[src/rtl/uart_pkg.sv]
// Shared UART constants: receiver FSM state codes, 8N1 framing and the ASCII set the calculator uses.
package uart_pkg;

  localparam int DATA_BITS = 8;

  localparam logic [2:0] ST_IDLE  = 3'd0;
  localparam logic [2:0] ST_START = 3'd1;
  localparam logic [2:0] ST_DATA  = 3'd2;
  localparam logic [2:0] ST_STOP  = 3'd3;
  localparam logic [2:0] ST_BREAK = 3'd4;

  localparam logic [7:0] CH_0     = 8'h30;
  localparam logic [7:0] CH_9     = 8'h39;
  localparam logic [7:0] CH_PLUS  = 8'h2B;
  localparam logic [7:0] CH_MINUS = 8'h2D;
  localparam logic [7:0] CH_EQ    = 8'h3D;
  localparam logic [7:0] CH_A     = 8'h41;
  localparam logic [7:0] CH_O     = 8'h4F;
  localparam logic [7:0] CH_C     = 8'h43;
  localparam logic [7:0] CH_R     = 8'h52;

  function automatic logic [7:0] digit_char(input logic [3:0] d);
    return CH_0 + {4'h0, d};
  endfunction

endpackage

[src/rtl/sync_2ff.sv]
// Two-flop synchronizer for an asynchronous single-bit input; 2 clk latency, no backpressure.
module sync_2ff #(
  parameter logic RESET_VAL = 1'b1
) (
  input  logic i_clk,
  input  logic i_rst,
  input  logic i_d,
  output logic o_q
);

  logic r_meta;
  logic r_sync;

  always_ff @(posedge i_clk) begin
    if (i_rst) begin
      r_meta <= RESET_VAL;
      r_sync <= RESET_VAL;
    end else begin
      r_meta <= i_d;
      r_sync <= r_meta;
    end
  end

  assign o_q = r_sync;

endmodule

[src/rtl/uart_rx_byte.sv]
// 8N1 UART receiver: ready pulses 9.5 bit-times + 2..3 clk after the start edge on rx.
// No backpressure: every ready/frame_err pulse is a single cycle and must be consumed.
module uart_rx_byte
  import uart_pkg::*;
#(
  parameter int unsigned CLK_FREQ = 100_000_000,
  parameter int unsigned BAUD     = 9600
) (
  input  logic       clk,
  input  logic       rst,
  input  logic       rx,
  output logic [7:0] rx_data,
  output logic       ready,
  output logic       frame_err
);

  localparam int unsigned CLKS_PER_BIT = CLK_FREQ / BAUD;
  localparam int unsigned HALF_BIT     = CLKS_PER_BIT / 2;
  localparam int unsigned CNT_W        = $clog2(CLKS_PER_BIT);

  localparam logic [CNT_W-1:0] CNT_HALF_LAST = CNT_W'(HALF_BIT - 1);
  localparam logic [CNT_W-1:0] CNT_BIT_LAST  = CNT_W'(CLKS_PER_BIT - 1);
  localparam logic [2:0]       IDX_LAST      = 3'(DATA_BITS - 1);

  logic             w_rxs;
  logic [2:0]       r_state;
  logic [CNT_W-1:0] r_cnt;
  logic [2:0]       r_bit_idx;
  logic [7:0]       r_shift;
  logic [7:0]       r_data;
  logic             r_ready;
  logic             r_frame_err;

  sync_2ff #(
    .RESET_VAL (1'b1)
  ) u_rx_sync (
    .i_clk (clk),
    .i_rst (rst),
    .i_d   (rx),
    .o_q   (w_rxs)
  );

  always_ff @(posedge clk) begin
    if (rst) begin
      r_state     <= ST_IDLE;
      r_cnt       <= '0;
      r_bit_idx   <= '0;
      r_shift     <= 8'h00;
      r_data      <= 8'h00;
      r_ready     <= 1'b0;
      r_frame_err <= 1'b0;
    end else begin
      r_ready     <= 1'b0;
      r_frame_err <= 1'b0;
      case (r_state)
        ST_IDLE: begin
          if (!w_rxs) begin
            r_cnt   <= '0;
            r_state <= ST_START;
          end
        end
        // Re-check the start bit at its centre so short glitches are rejected.
        ST_START: begin
          if (r_cnt == CNT_HALF_LAST) begin
            r_cnt <= '0;
            if (w_rxs) begin
              r_state <= ST_IDLE;
            end else begin
              r_bit_idx <= '0;
              r_state   <= ST_DATA;
            end
          end else begin
            r_cnt <= r_cnt + 1'b1;
          end
        end
        ST_DATA: begin
          if (r_cnt == CNT_BIT_LAST) begin
            r_cnt              <= '0;
            r_shift[r_bit_idx] <= w_rxs;
            r_bit_idx          <= r_bit_idx + 3'd1;
            if (r_bit_idx == IDX_LAST) begin
              r_state <= ST_STOP;
            end
          end else begin
            r_cnt <= r_cnt + 1'b1;
          end
        end
        ST_STOP: begin
          if (r_cnt == CNT_BIT_LAST) begin
            r_cnt <= '0;
            if (w_rxs) begin
              r_data  <= r_shift;
              r_ready <= 1'b1;
              r_state <= ST_IDLE;
            end else begin
              r_frame_err <= 1'b1;
              r_state     <= ST_BREAK;
            end
          end else begin
            r_cnt <= r_cnt + 1'b1;
          end
        end
        // A line held low after a bad stop bit must not be taken as new start bits.
        ST_BREAK: begin
          if (w_rxs) begin
            r_state <= ST_IDLE;
          end
        end
        default: begin
          r_state <= ST_IDLE;
        end
      endcase
    end
  end

  assign rx_data   = r_data;
  assign ready     = r_ready;
  assign frame_err = r_frame_err;

endmodule

[config.mk]
export PLATFORM = sky130hd
export DESIGN_NAME = uart_rx_byte
export DESIGN_NICKNAME = d
export VERILOG_FILES = /design/src/rtl/uart_pkg.sv /design/src/rtl/sync_2ff.sv /design/src/rtl/uart_rx_byte.sv
export SDC_FILE = /design/constraint.sdc
export NUM_CORES = 1
export LEC_CHECK = 0
export BUFFER_PORTS_ARGS = -buffer_cell sky130_fd_sc_hd__buf_2
export CORE_MARGIN = 5
export CORE_UTILIZATION = 43
export CTS_BUF_LIST = sky130_fd_sc_hd__clkbuf_8
export DETAILED_ROUTE_END_ITERATION = 12
export HOLD_SLACK_MARGIN = 0.12
export PLACE_DENSITY_LB_ADDON = 0.15
export SLEW_MARGIN = 20
export SYNTH_ARGS = -nofsm -noshare
export SYNTH_HDL_FRONTEND = slang
export SYNTH_SLANG_ARGS = --single-unit
[constraint.sdc]
create_clock -name clk -period 2.6 [get_ports clk]
set_input_delay 0.26 -clock clk [delete_from_list [all_inputs] [get_ports clk]]
set_output_delay 0.26 -clock clk [all_outputs]
set_load 0.01 [all_outputs]
==> results.toml <==
[worst_hold_path]
hold_path_class = "in -> reg"
worstHoldStart = "rx"
hold_depth = 2
min_to = "u_rx_sync.r_meta"

[finish]
fin_nets = 234
fin_util = 0.480
mostFrequentLayoutCell = "dfxtp_1"
syn2layout_area_growth_pct = 10.2
drive_above_1_share = 0.132
final_cell_mix = "dfxtp_1 (40), nor2_1 (29), nand2_1 (20)"
antenna_cells = 0

[clocking]
cts-hold-fix-buffers = 0
cts.repair.resized = 0
clock_sinks = 40
clkTransAtPathRegs_ps = 70
cts_made_buffers = 5
cts_tree = "yes"
clock_path_buffers = 2
h-tree-depth = 2
post_cts_buffers = 0
clk_latency_ps = 290
cts_root_buffer = "clkbuf_8"

[setup_path]
start_kind = "register"
r2r_slack_ps = 540
end_kind = "register"
crit_path_max_fanout = 18
rr_worst_depth = 7
cp_data_arrival_time_ps = 2250
regToRegEndpoint = "r_cnt[6]"
crit_required_ps = 2790
worstReg2RegStart = "r_cnt[0]"
crit_type = "reg -> reg"

[die]
fp.dieH_um = 76.0
start_util = 0.436
io-pin-count = 13
core_um2 = 4290
die-area_um2 = 5770
rows = 24
die_width_um = 76.0

[sta]
worst_hold_slack_ps = 150
fin_setup_tns_ps = 0
final.period_utilization = 0.794
skew_ps = 3.20
max_slew_margin = 0.659
slew_viol_final = 0
fin_crit_ps = 2060
finalHoldViolations = 0
worst_slew_pin_slew_ps = 512
fmax_ghz = 0.484
setup-violations-final = 0
rsz0062_at_grt = "false"

[flow_run]
cap_violations = 0

[yosys]
synthTopCellsByArea = "dfxtp_1 (43%), mux2i_1 (8.6%), nor2_1 (5.8%)"
yosys.area_share.simple = 0.282
ys_seq_area_frac = 0.428
yosysTopAreaCellShare = 0.428
synthXorXnorAreaFrac = 0.0140
synth_compound_area_frac = 0.124
synthesis.area_um2 = 1870
synthCells = 214
synth_area_leader_cell = "dfxtp_1"
synthAdderAreaFrac = 0.0201
syn-num-nets = 220
ys_ff_latch = 40
synth_ff_type = "dfxtp_1"
async_flop_share = 0
synth_top_family_by_area = "simple AND/OR/NAND/NOR gates"
syn_area_per_cell_um2 = 8.75
synth_edf_count = 0
yosys_warnings = 0
synth_mux_area_frac = 0.0916
synth.distinct_cells = 44

[power]
power.density_nw_per_um2 = 505
power.leakage_nw = 0.829
ir_drop_mv = 0.310

[global_routing]
grt_pass1_vias = 1415
met2_usage = 0.220
gr-usage-met3 = 0.0414
grt_max_degree = 27
use_met1 = 0.172
busiest_layer = "met2"
antenna_found_initial = 0
grt_pass1_wl_um = 6530
grt-ovfl-total = 0
track_usage = 0.135

[routing]
wl_per_cell_um = 13.4
num_vias = 1516
routed_via_density = 5.41
drt-total-wl_um = 3750
drc = 0
drt_iter0_markers = 44
firstDrtPassIters = 4
ant_nets = 0

[placement]
io_buffers = 12
routabilityCongestion = 0.807
dp_hpwl_um = 2600

[run_status]
outcome = "completed"
registers in the layout, summed over array words and instances, names as in the netlist:
signal / cells
r_cnt: 14
u_rx_sync.r_meta: 1
frame_err: 1
r_shift: 8
rx_data: 8
u_rx_sync.o_q: 1
ready: 1
r_bit_idx: 3
r_state: 3
cell usage after synthesis (4+ instances only):
library cell and instances:
nand2_1 20, nand3_1 6, nor2_1 29, nor3_1 13, dfxtp_1 40, inv_1 8, o21ai_0 8, clkbuf_1 5
nor4_1 4, a21o_1 5, or3_1 4, nor2b_1 4, a21oi_1 6, mux2i_1 16
layer usage:
metal  part of all wire  routed length, um
met3              0.043                162
met1               0.46               1710
met4              0.012                 44
met5                  0                  0
met2               0.49               1830
kinds of logic after synthesis:
group	Yosys count
AO/OA/AOI/OAI	34
adder cells (fa/ha/maj)	3
XOR/XNOR	3
buffers and inverters	17
flip-flops	40
multiplexers	17
AND/OR/NAND/NOR	100
final cells by class:
| cell class | count | area, um^2 |
|---|---|---|
| Sequential cell | 40 | 801 |
| Tap cell | 52 | 65.1 |
| Clock inverter | 2 | 12.5 |
| Timing Repair Buffer | 16 | 90.1 |
| Clock buffer | 5 | 68.8 |
| Fill cell | 426 | 2230 |
| Multi-Input combinational cell | 157 | 995 |
| Inverter | 8 | 30.0 |
worst max-delay path, cell delays in order, from the launching register on:
cell	delay, ps
dfxtp_1	380
ha_1	230
nor4bb_1	300
nand4_1	220
a32oi_2	280
buf_4	250
o21ai_0	110
a21o_1	190
per-stage QoR:
step	worst slack, ps	instance area (um^2)	std cells	power [mW]
floorplan	771	1870	214	0.656
global placement	550	1980	273	0.666
detailed placement	532	1980	273	0.666
CTS	515	2060	280	1.06
global route	294	2060	280	1.09
finish	535	2060	280	1.04
worst max-delay path by stage:
stage | startpoint | to | slack (ps) | cells after the start
4_1_cts | r_cnt[0] | rx_data[0] | 520 | 6
3_5_place_dp | r_cnt[0] | rx_data[2] | 530 | 6
2_1_floorplan | r_cnt[0] | r_cnt[5] | 770 | 7
3_3_place_gp | r_cnt[0] | rx_data[4] | 550 | 6
5_1_grt | r_cnt[0] | r_cnt[6] | 290 | 7
6_report | r_cnt[0] | r_cnt[6] | 540 | 7
power by group:
part           total (mW)  switching [mW]  internal (mW)
Sequential          0.618         0.00350          0.615
Clock               0.390           0.208          0.182
Combinational      0.0334          0.0232         0.0102
Total                1.04           0.235          0.806
Power figures use the tool's default switching activity.
